`config.mk`:
```
export PLATFORM = sky130hd
export DESIGN_NAME = dpsk_mod
export DESIGN_NICKNAME = d
export VERILOG_FILES = /design/src/rtl/dpsk_mod.sv
export SDC_FILE = /design/constraint.sdc
export NUM_CORES = 1
export LEC_CHECK = 0
export BUFFER_PORTS_ARGS = -buffer_cell sky130_fd_sc_hd__buf_4
export CAP_MARGIN = 20
export CELL_PAD_IN_SITES_DETAIL_PLACEMENT = 0
export CELL_PAD_IN_SITES_GLOBAL_PLACEMENT = 1
export CORE_UTILIZATION = 37
export DETAILED_ROUTE_END_ITERATION = 12
export PLACE_DENSITY_LB_ADDON = 0.15
export SLEW_MARGIN = 20
export SYNTH_ARGS = -nofsm -noshare
export SYNTH_HDL_FRONTEND = slang
export SYNTH_SLANG_ARGS = --single-unit
export TNS_END_PERCENT = 10
```
`constraint.sdc`:
```
create_clock -name clk -period 3 [get_ports clk]
set_input_delay 0.6 -clock clk [delete_from_list [all_inputs] [get_ports clk]]
set_output_delay 0.6 -clock clk [all_outputs]
set_load 0.02 [all_outputs]
```
`src/rtl/dpsk_mod.sv`:
```
// dpsk_mod: differential PSK modulator sitting behind the dds NCO.
// Each accepted bit is XOR-encoded against the previous symbol and selects the carrier sign for SPS valid samples.
module dpsk_mod #(
    parameter int DW  = 10,
    parameter int SPS = 32,
    parameter int CW  = 5
) (
    input  logic                 clk,
    input  logic                 reset,
    input  logic                 clken,
    input  logic                 car_valid,
    input  logic signed [DW-1:0] car_sin,
    input  logic                 data_in,
    input  logic                 data_valid,
    output logic                 data_ready,
    output logic signed [DW-1:0] mod_out,
    output logic                 mod_valid,
    output logic                 sym_strobe,
    output logic                 diff_bit,
    output logic                 underrun
);

    typedef enum logic {IDLE, RUN} state_t;

    // The counter stores (samples emitted in this symbol - 1), so SPS fits in CW bits.
    localparam logic [CW-1:0]        LAST  = CW'(SPS - 1);
    localparam logic signed [DW-1:0] S_MIN = {1'b1, {(DW-1){1'b0}}};
    localparam logic signed [DW-1:0] S_MAX = {1'b0, {(DW-1){1'b1}}};

    state_t               state, state_n;
    logic [CW-1:0]        cnt, cnt_n;
    logic                 hold_full, hold_full_n;
    logic                 hold_bit, hold_bit_n;
    logic                 d_n;
    logic                 underrun_n;
    logic                 emit;
    logic                 strobe_n;
    logic                 to_idle;
    logic                 consume;
    logic signed [DW-1:0] sample;

    always_comb begin
        state_n     = state;
        cnt_n       = cnt;
        hold_full_n = hold_full;
        hold_bit_n  = hold_bit;
        d_n         = diff_bit;
        underrun_n  = underrun;
        emit        = 1'b0;
        strobe_n    = 1'b0;
        to_idle     = 1'b0;
        consume     = 1'b0;

        if (data_valid && data_ready) begin
            hold_full_n = 1'b1;
            hold_bit_n  = data_in;
        end

        if (car_valid) begin
            case (state)
                IDLE: begin
                    if (hold_full) begin
                        consume  = 1'b1;
                        d_n      = hold_bit ^ diff_bit;
                        state_n  = RUN;
                        cnt_n    = '0;
                        emit     = 1'b1;
                        strobe_n = 1'b1;
                    end
                end
                RUN: begin
                    if (cnt != LAST) begin
                        emit  = 1'b1;
                        cnt_n = cnt + CW'(1);
                    end else if (hold_full) begin
                        consume  = 1'b1;
                        d_n      = hold_bit ^ diff_bit;
                        cnt_n    = '0;
                        emit     = 1'b1;
                        strobe_n = 1'b1;
                    end else begin
                        // Nothing to send at the boundary: drop back to IDLE with d_prev cleared.
                        underrun_n = 1'b1;
                        state_n    = IDLE;
                        d_n        = 1'b0;
                        cnt_n      = '0;
                        to_idle    = 1'b1;
                    end
                end
                default: state_n = IDLE;
            endcase
        end

        if (consume) begin
            hold_full_n = 1'b0;
        end
    end

    // Negating the most negative code would wrap, so it saturates to the positive rail.
    always_comb begin
        if (!d_n) begin
            sample = car_sin;
        end else if (car_sin == S_MIN) begin
            sample = S_MAX;
        end else begin
            sample = -car_sin;
        end
    end

    always_ff @(posedge clk) begin
        if (reset) begin
            state      <= IDLE;
            cnt        <= '0;
            hold_full  <= 1'b0;
            hold_bit   <= 1'b0;
            data_ready <= 1'b1;
            diff_bit   <= 1'b0;
            underrun   <= 1'b0;
            mod_out    <= '0;
            mod_valid  <= 1'b0;
            sym_strobe <= 1'b0;
        end else if (clken) begin
            state      <= state_n;
            cnt        <= cnt_n;
            hold_full  <= hold_full_n;
            hold_bit   <= hold_bit_n;
            data_ready <= !hold_full_n;
            diff_bit   <= d_n;
            underrun   <= underrun_n;
            mod_valid  <= emit;
            sym_strobe <= strobe_n;
            if (emit) begin
                mod_out <= sample;
            end else if (to_idle) begin
                mod_out <= '0;
            end
        end else begin
            mod_valid  <= 1'b0;
            sym_strobe <= 1'b0;
        end
    end

endmodule

```
# [Word-level counts from Yosys, hierarchy flattened]
# Index checks and enable logic that the tools add are counted.
[classes] addsub=2 n_eq_ne=3 mux=25 bitwise_logic=5 n_reduce_logical=9
[op_table] operator="10-bit two-way mux" count=4
[op_table] operator="1-bit two-way mux" count=15
[op_table] operator="10-bit == test (second input constant)" count=1
[op_table] operator="5-bit two-way mux" count=2
[op_table] operator="10-bit negation" count=1
[op_table] operator="5-bit one-hot mux with 2 select lines" count=1
[op_table] operator="1-bit one-hot mux with 2 select lines" count=3
[op_table] operator="2-bit AND reduction" count=3
[op_table] operator="5-bit by 1-bit adder with 5-bit output (second input constant)" count=1
[op_table] operator="5-bit != test (second input constant)" count=1
[op_table] operator="5-bit AND reduction" count=1
[op_table] operator="1-bit inverter" count=4
[op_table] operator="3-bit AND reduction" count=1
[op_table] operator="2-bit != test (second input constant)" count=1
[op_table] operator="2-bit nonzero test" count=1
[op_table] operator="2-bit OR reduction" count=1
[op_table] operator="1-bit logical AND" count=1
[op_table] operator="1-bit zero test" count=1
[op_table] operator="1-bit XOR" count=1
[word_totals] ff_bits=23 output_inout_bits=15 elab_cells=54

# [Logic depth before layout (Yosys ltp)]
# Gate-level depths: netlist of run 1.
[depth] ltp_word=7 ltp_mapped=9

# [Worst setup path after synthesis of run 1]
# OpenSTA, ideal clock, no wires.
[synth_timing] path_type="flip-flop to flip-flop" start="reg cnt[0]" end="reg mod_out[9]" arrival_ps=2176 slack_ps=751 stages_incl_launch_ff=10 n_path_buf=1 synth_period_minus_slack_ps=2249 path_cell_list="dfxtp_1 -> ha_1 -> and3_1 -> ha_1 -> nor2b_4 -> o41a_1 -> and2_1 -> buf_6 -> or4_4 -> o211ai_2"
[synth_via] elab_chain_len=6
[synth_lines] item="start: declaration" line="31" text="logic [CW-1:0] cnt, cnt_n;"
[synth_lines] item="start signal: assignment" line="124" text="cnt <= cnt_n;"
[synth_lines] item="5-bit != test *" line="72" text="if (cnt != LAST) begin"
[synth_lines] item="1-bit two-way mux" line="72"
[synth_lines] item="1-bit one-hot mux with 2 select lines / 1-bit two-way mux (equally long branches)" line="60" text="case (state)"
[synth_lines] item="1-bit two-way mux" line="59" text="if (car_valid) begin"
[synth_lines] item="10-bit two-way mux / 2-bit nonzero test (equally long branches)"
[synth_lines] item="10-bit two-way mux / 2-bit AND reduction (equally long branches)"
[synth_lines] item="end signal: assignment" line="133" text="mod_out <= sample;"
[synth_lines] item="end: declaration" line="16" text="output logic signed [DW-1:0] mod_out,"
# Mark *: on every way between the ends. The rest lies on a longest branch, timed or not.
# A chain may end at the register's enable or synchronous reset.

# [Final worst setup path of run 1]
[layout_timing] start="reg cnt[0]" end="reg mod_out[8]"
# The elaborated chain is that of the path after synthesis.

==> impl_metrics.yaml, run 1 <==
pwr:
  p_sw_share_pct: 28.4
  power.total_mw: 0.566
  leakage_nw: 0.628
  p_seq_share_pct: 56.9
  p_sw_mw: 0.161
  p_clk_share_pct: 25.9
  pwr-share-comb_pct: 17.3
  p_int_mw: 0.405
  vdd_drop_max_mv: 0.150
  power.density_nw_per_um2: 383
setup_path:
  crit_arrival_ps: 2760
  critPathKind: "flop to flop"
  crit_family: "compound AO/OA/AOI/OAI gates"
  cp_num_buf_inv: 1
  crit_path_max_incr_delay_ps: 520
  cp_max_fo: 8
  end_kind: "flop"
  crit_path_start_kind: "flop"
  reg2reg_depth: 9
  path_cells: "ha_1 -> and3_1 -> ha_1 -> nor2b_4 -> o21ai_1 -> clkinv_1 -> nand2_1 -> a21oi_1 -> a211o_1"
  rr_endpoint: "mod_out[8]$_SDFFE_PP0P_"
  crit_top_cell: "ha_1"
  reg2reg_slack_ps: 460
  cp.required_ps: 3220
  cp_slowest_cell: "o21ai_1"
  r2r_start: "cnt[0]$_SDFFE_PP0P_"
die:
  die_x_um: 58.7
  start_util_pct: 38.9
  io_pins: 31
  die_y_um: 58.7
  coreArea_um2: 3050
  fp-row-count: 20
  die_area_um2: 3440
finish:
  postLayoutCellArea_um2: 1480
  instances_no_fill: 220
  nets: 196
  area_growth_pct: 24.2
  nFillCells: 331
  drive_above_1_share_pct: 22.2
  n_antenna_cell: 0
routing:
  drtIter0Drc: 30
  drc: 0
  postRouteAntennaNets: 0
  via_count: 1186
  dr.pass1.iters: 4
  wirelength_um: 2880
  wl_per_cell_um: 13.1
  routed_via_density: 5.39
synth:
  netlist_area_um2: 1190
  synth_area_leader_cell: "dfxtp_1"
  ys_top_cells_by_area: "dfxtp_1, nand2_1, a21oi_1"
  synth_edf_count: 0
  ys_ff_latch: 23
  async_flop_share_pct: 0
  synth_area_per_cell_um2: 8.14
  ys.flop_type: "dfxtp_1"
  netlist_instances: 146
  synth_top_area_share_pct: 38.7
  synth_cell_types: 41
  syn_nets: 165
  yosys_warnings: 0
  seq_area_frac_synth_pct: 38.7
timing:
  finalHoldViolations: 0
  rsz0062_at_grt: "false"
  timing.final.crit_share_pct: 84.6
  tns_ps: 0
  clock_skew_ps: 2.51
  fmax_mhz: 394
  slew-limit-headroom_pct: 48.1
  setup_violations: 0
  drv_slew: 0
  worstMarginPinSlew_ps: 777
  finalCriticalPeriod_ps: 2540
place:
  dpl_cell_area_um2: 1450
  dp.cells: 216
  dp_hpwl_um: 2140
  io_buffer_count: 30
  gp_congestion: 0.754
min_path:
  hold_path_end: "mod_out[5]$_SDFFE_PP0P_"
  hold_path.class: "flop to flop"
  hold_depth: 2
  worstHoldStart: "mod_out[5]$_SDFFE_PP0P_"
outcome:
  outcome: "complete, no violations"
cts:
  cts_tree: "yes"
  numClockSinks: 23
  clkTransAtPathRegs_ps: 130
  clock_latency_ps: 310
  ctsLongestPathBuffers: 2
  cts_setup_buffers: 0
  cts_root_buffer: "clkbuf_4"
  numCtsBuffers: 3
  postCtsResizedCells: 0
  hold_buffers: 0
  cts.htree.levels: 1
grt:
  grt_pass1_wl_um: 4730
  grt_pass1_vias: 1065
  grt_usage_pct: 18.1
  grt.overflow.total: 0
  grt_max_degree: 15
  antenna_found_initial: 0
flow_run:
  maxCapViolations: 0
## metal layers
layer  global-route usage, %  vias to the layer above  share of wire, %
li1                        -                      600                 -
met1                    21.0                      555                45
met2                    33.0                       26                50
met3                    2.86                        5               3.2
met4                    7.14                        0               1.2
met5                       0                        -                 0
## power groups by stage
stage	Combinational, mW	Clock [mW]	Sequential [mW]
after CTS	0.0981	0.154	0.322
after global placement	0.0966	0	0.328
after floorplan	0.0483	0	0.335
final	0.0977	0.146	0.322
after global routing	0.107	0.169	0.324
after detailed placement	0.0978	0	0.329
## worst max path at each step
stage          depth (start not counted)                start  slack, ps                      end
6_report                               9  cnt[0]$_SDFFE_PP0P_        460  mod_out[8]$_SDFFE_PP0P_
5_1_grt                                9  cnt[0]$_SDFFE_PP0P_        240  mod_out[4]$_SDFFE_PP0P_
4_1_cts                                9  cnt[0]$_SDFFE_PP0P_        460  mod_out[8]$_SDFFE_PP0P_
3_5_place_dp                           9  cnt[0]$_SDFFE_PP0P_        490  mod_out[8]$_SDFFE_PP0P_
3_3_place_gp                           9  cnt[0]$_SDFFE_PP0P_        560  mod_out[4]$_SDFFE_PP0P_
2_1_floorplan                          9  cnt[0]$_SDFFE_PP0P_        750  mod_out[9]$_SDFFE_PP0P_
## synthesized netlist by cell type, drive strengths merged (2+ instances only)
master / number
a211o: 2
a21o: 2
a21oi: 13
a22o: 2
a32o: 2
and3: 3
buf: 2
clkbuf: 3
dfxtp: 23
ha: 3
inv: 6
nand2: 20
nand2b: 2
nand3: 5
nand3b: 4
nand4: 3
nor2: 12
nor2b: 2
nor3: 6
nor4: 5
o21ai: 5
o31ai: 4
or4: 3
## final cells by class
| class | instances | area (um2) | area share (%) |
|---|---|---|---|
| multi-input cells | 111 | 674 | 45.7 |
| flip-flops and latches | 23 | 460 | 31.2 |
| repair buffers | 31 | 233 | 15.8 |
| well taps | 44 | 55.1 | 3.73 |
| inverters | 7 | 26.3 | 1.78 |
| clock buffers | 3 | 22.5 | 1.53 |
| clock inverters | 1 | 5.00 | 0.339 |
## sequential cells by signal, summed over array words and instances, names as in the netlist
signal      count
hold_bit        1
hold_full       1
data_ready      1
mod_out        10
state           1
cnt             5
diff_bit        1
mod_valid       1
underrun        1
sym_strobe      1
## per-stage QoR
stage          hold WS, ps  util, %  setup slack (ps)
5_1_grt                483     48.4               238
2_1_floorplan          436        -               751
3_3_place_gp           443     47.5               563
4_1_cts                468     48.4               458
3_5_place_dp           447     47.5               491
6_report               466     48.4               462
## layout by cell type, fill, tap and decap left out, drive strengths merged, types with 3 or more instances in the layout
cell    count
o21ai       5
or4         3
nand3b      4
a21oi      13
and3        3
o31ai       4
dfxtp      23
clkbuf      3
buf        31
nor3        6
nand4       3
inv         6
nand3       5
nor4        5
nor2       12
ha          3
nand2      20
## tightest hold or removal path, stage by stage, from the launching register on
cell     delay (ps)
dfxtp_1         330
nand2_1          50
o31ai_1          50
## cells by family after synthesis
kind of cell | Yosys count | synth area share, %
AO/OA/AOI/OAI | 38 | 22.3
buffers and inverters | 12 | 4.53
multiplexers | 1 | 0.842
adder cells (fa/ha/maj) | 3 | 3.16
flip-flops | 23 | 38.7
AND/OR/NAND/NOR | 69 | 30.4
No activity file was read; power rests on OpenSTA's default activity.
==> inputs of run 2 (changes only) <==
==> constraint.sdc (replaced) <==
create_clock -name clk -period 2.4 [get_ports clk]
set_input_delay 0.48 -clock clk [delete_from_list [all_inputs] [get_ports clk]]
set_output_delay 0.48 -clock clk [all_outputs]
set_load 0.02 [all_outputs]
==> impl_metrics.yaml, run 2 (synthesis gave the netlist of run 1 again) <==
routing:
  dr.pass1.iters: 4
  wirelength_um: 2870
  drtIter0Drc: 44
  via_count: 1196
  wl_per_cell_um: 12.9
  routed_via_density: 5.36
  postRouteAntennaNets: 0
  drc: 0
grt:
  grt_pass1_vias: 1134
  grt_usage_pct: 18.9
  grt.overflow.total: 0
  antenna_found_initial: 0
  grt_pass1_wl_um: 4990
  grt_max_degree: 15
timing:
  finalCriticalPeriod_ps: 2290
  timing.final.crit_share_pct: 95.4
  clock_skew_ps: 1.11
  worstMarginPinSlew_ps: 405
  fmax_mhz: 437
  drv_slew: 0
  hold_slack_ps: 404
  finalHoldViolations: 0
  setup_violations: 0
  slew-limit-headroom_pct: 72.8
finish:
  seq_area_um2: 463
  final_common_cell: "buf_4"
  final_core_util_pct: 49.5
  drive_above_1_share_pct: 26.8
  largest-register: "mod_out"
  nFillCells: 322
  postLayoutCellArea_um2: 1510
  area_growth_pct: 27.3
  reg_top3: "mod_out (10), cnt (5)"
  nets: 199
  final_cell_mix: "buf_4, dfxtp_1, nand2_1, a21oi_1, nor2_1"
  n_antenna_cell: 0
  largest_reg_flops: 10
  multi_input_area_um2: 686
pwr:
  leakage_nw: 0.639
  power.density_nw_per_um2: 468
  vdd_drop_max_mv: 0.242
min_path:
  hold_depth: 3
  hold_path.class: "input port to flop"
place:
  dp_hpwl_um: 2160
  gp_congestion: 0.789
  io_buffer_count: 30
  dpl_cell_area_um2: 1470
cts:
  clkTransAtPathRegs_ps: 130
  cts_tree: "yes"
  ctsLongestPathBuffers: 2
  numClockSinks: 23
  cts.htree.levels: 1
  hold_buffers: 0
  clock_latency_ps: 310
  numCtsBuffers: 3
  cts_root_buffer: "clkbuf_4"
die:
  coreArea_um2: 3050
  fp-row-count: 20
  start_util_pct: 38.9
  io_pins: 31
  die_y_um: 58.7
  die_x_um: 58.7
  die_area_um2: 3440
setup_path:
  end_kind: "flop"
  crit_path_start_kind: "flop"
  cp.required_ps: 2650
  cp_max_fo: 5
  crit_arrival_ps: 2540
  reg2reg_depth: 8
  critPathKind: "flop to flop"
outcome:
  outcome: "complete, no violations"
flow_run:
  maxCapViolations: 0
run 2: cell types whose count changed in the layout (fill, tap and decap cells not counted), sizes merged:
cell,previous run,this run
buf,31,34
run 2: worst paths after layout:
kind,slack [ps],from,end
setup / recovery,110,cnt[0]$_SDFFE_PP0P_,mod_out[9]$_SDFFE_PP0P_
hold / removal,400,data_in,hold_bit$_SDFFE_PP0P_
setup reg to reg,110,cnt[0]$_SDFFE_PP0P_,mod_out[9]$_SDFFE_PP0P_
hold reg to reg,460,mod_out[1]$_SDFFE_PP0P_,mod_out[1]$_SDFFE_PP0P_
run 2: timing repair:
item,CTS,global route
gates resized for setup,0,7
setup endpoints to repair,0,9
setup buffers,0,0
run 2: area by class of cell:
cell class | count | share of cell area [%]
Sequential cell | 23 | 30.6
Clock buffer | 3 | 1.49
Clock inverter | 1 | 0.331
Timing Repair Buffer | 34 | 16.9
Tap cell | 44 | 3.64
Multi-Input combinational cell | 111 | 45.3
Inverter | 7 | 1.74
run 2: metal layers:
| layer | GRT usage, % | vias to the layer above | share of wire (%) | wire, um |
|---|---|---|---|---|
| met2 | 34.0 | 35 | 50 | 1440 |
| met5 | 0 | - | 0 | 0 |
| met4 | 7.14 | 0 | 0.70 | 20 |
| li1 | - | 607 | - | - |
| met1 | 22.7 | 552 | 45 | 1300 |
| met3 | 2.64 | 2 | 3.9 | 112 |
run 2: where the power goes:
| part | switching, mW | total, mW | internal [mW] |
|---|---|---|---|
| Combinational | 0.0720 | 0.128 | 0.0563 |
| Sequential | 0.00964 | 0.402 | 0.392 |
| Clock | 0.116 | 0.178 | 0.0622 |
| Total | 0.198 | 0.709 | 0.511 |
run 2: per-stage QoR:
stage	cells	setup slack [ps]	TNS (ps)	power, mW
floorplan	146	151	0	0.479
global placement	219	125	0	0.535
global route	223	-13.5	-13.5	0.749
detailed placement	219	92.2	0	0.537
finish	223	111	0	0.709
CTS	223	63.3	0	0.717
run 2: worst max-delay path: stages (launching register included):
cell,delay (ps)
dfxtp_2,370
ha_1,180
and3_1,160
ha_2,210
nor2b_4,60
o41a_1,430
and2_2,260
or4_4,480
o211ai_2,80
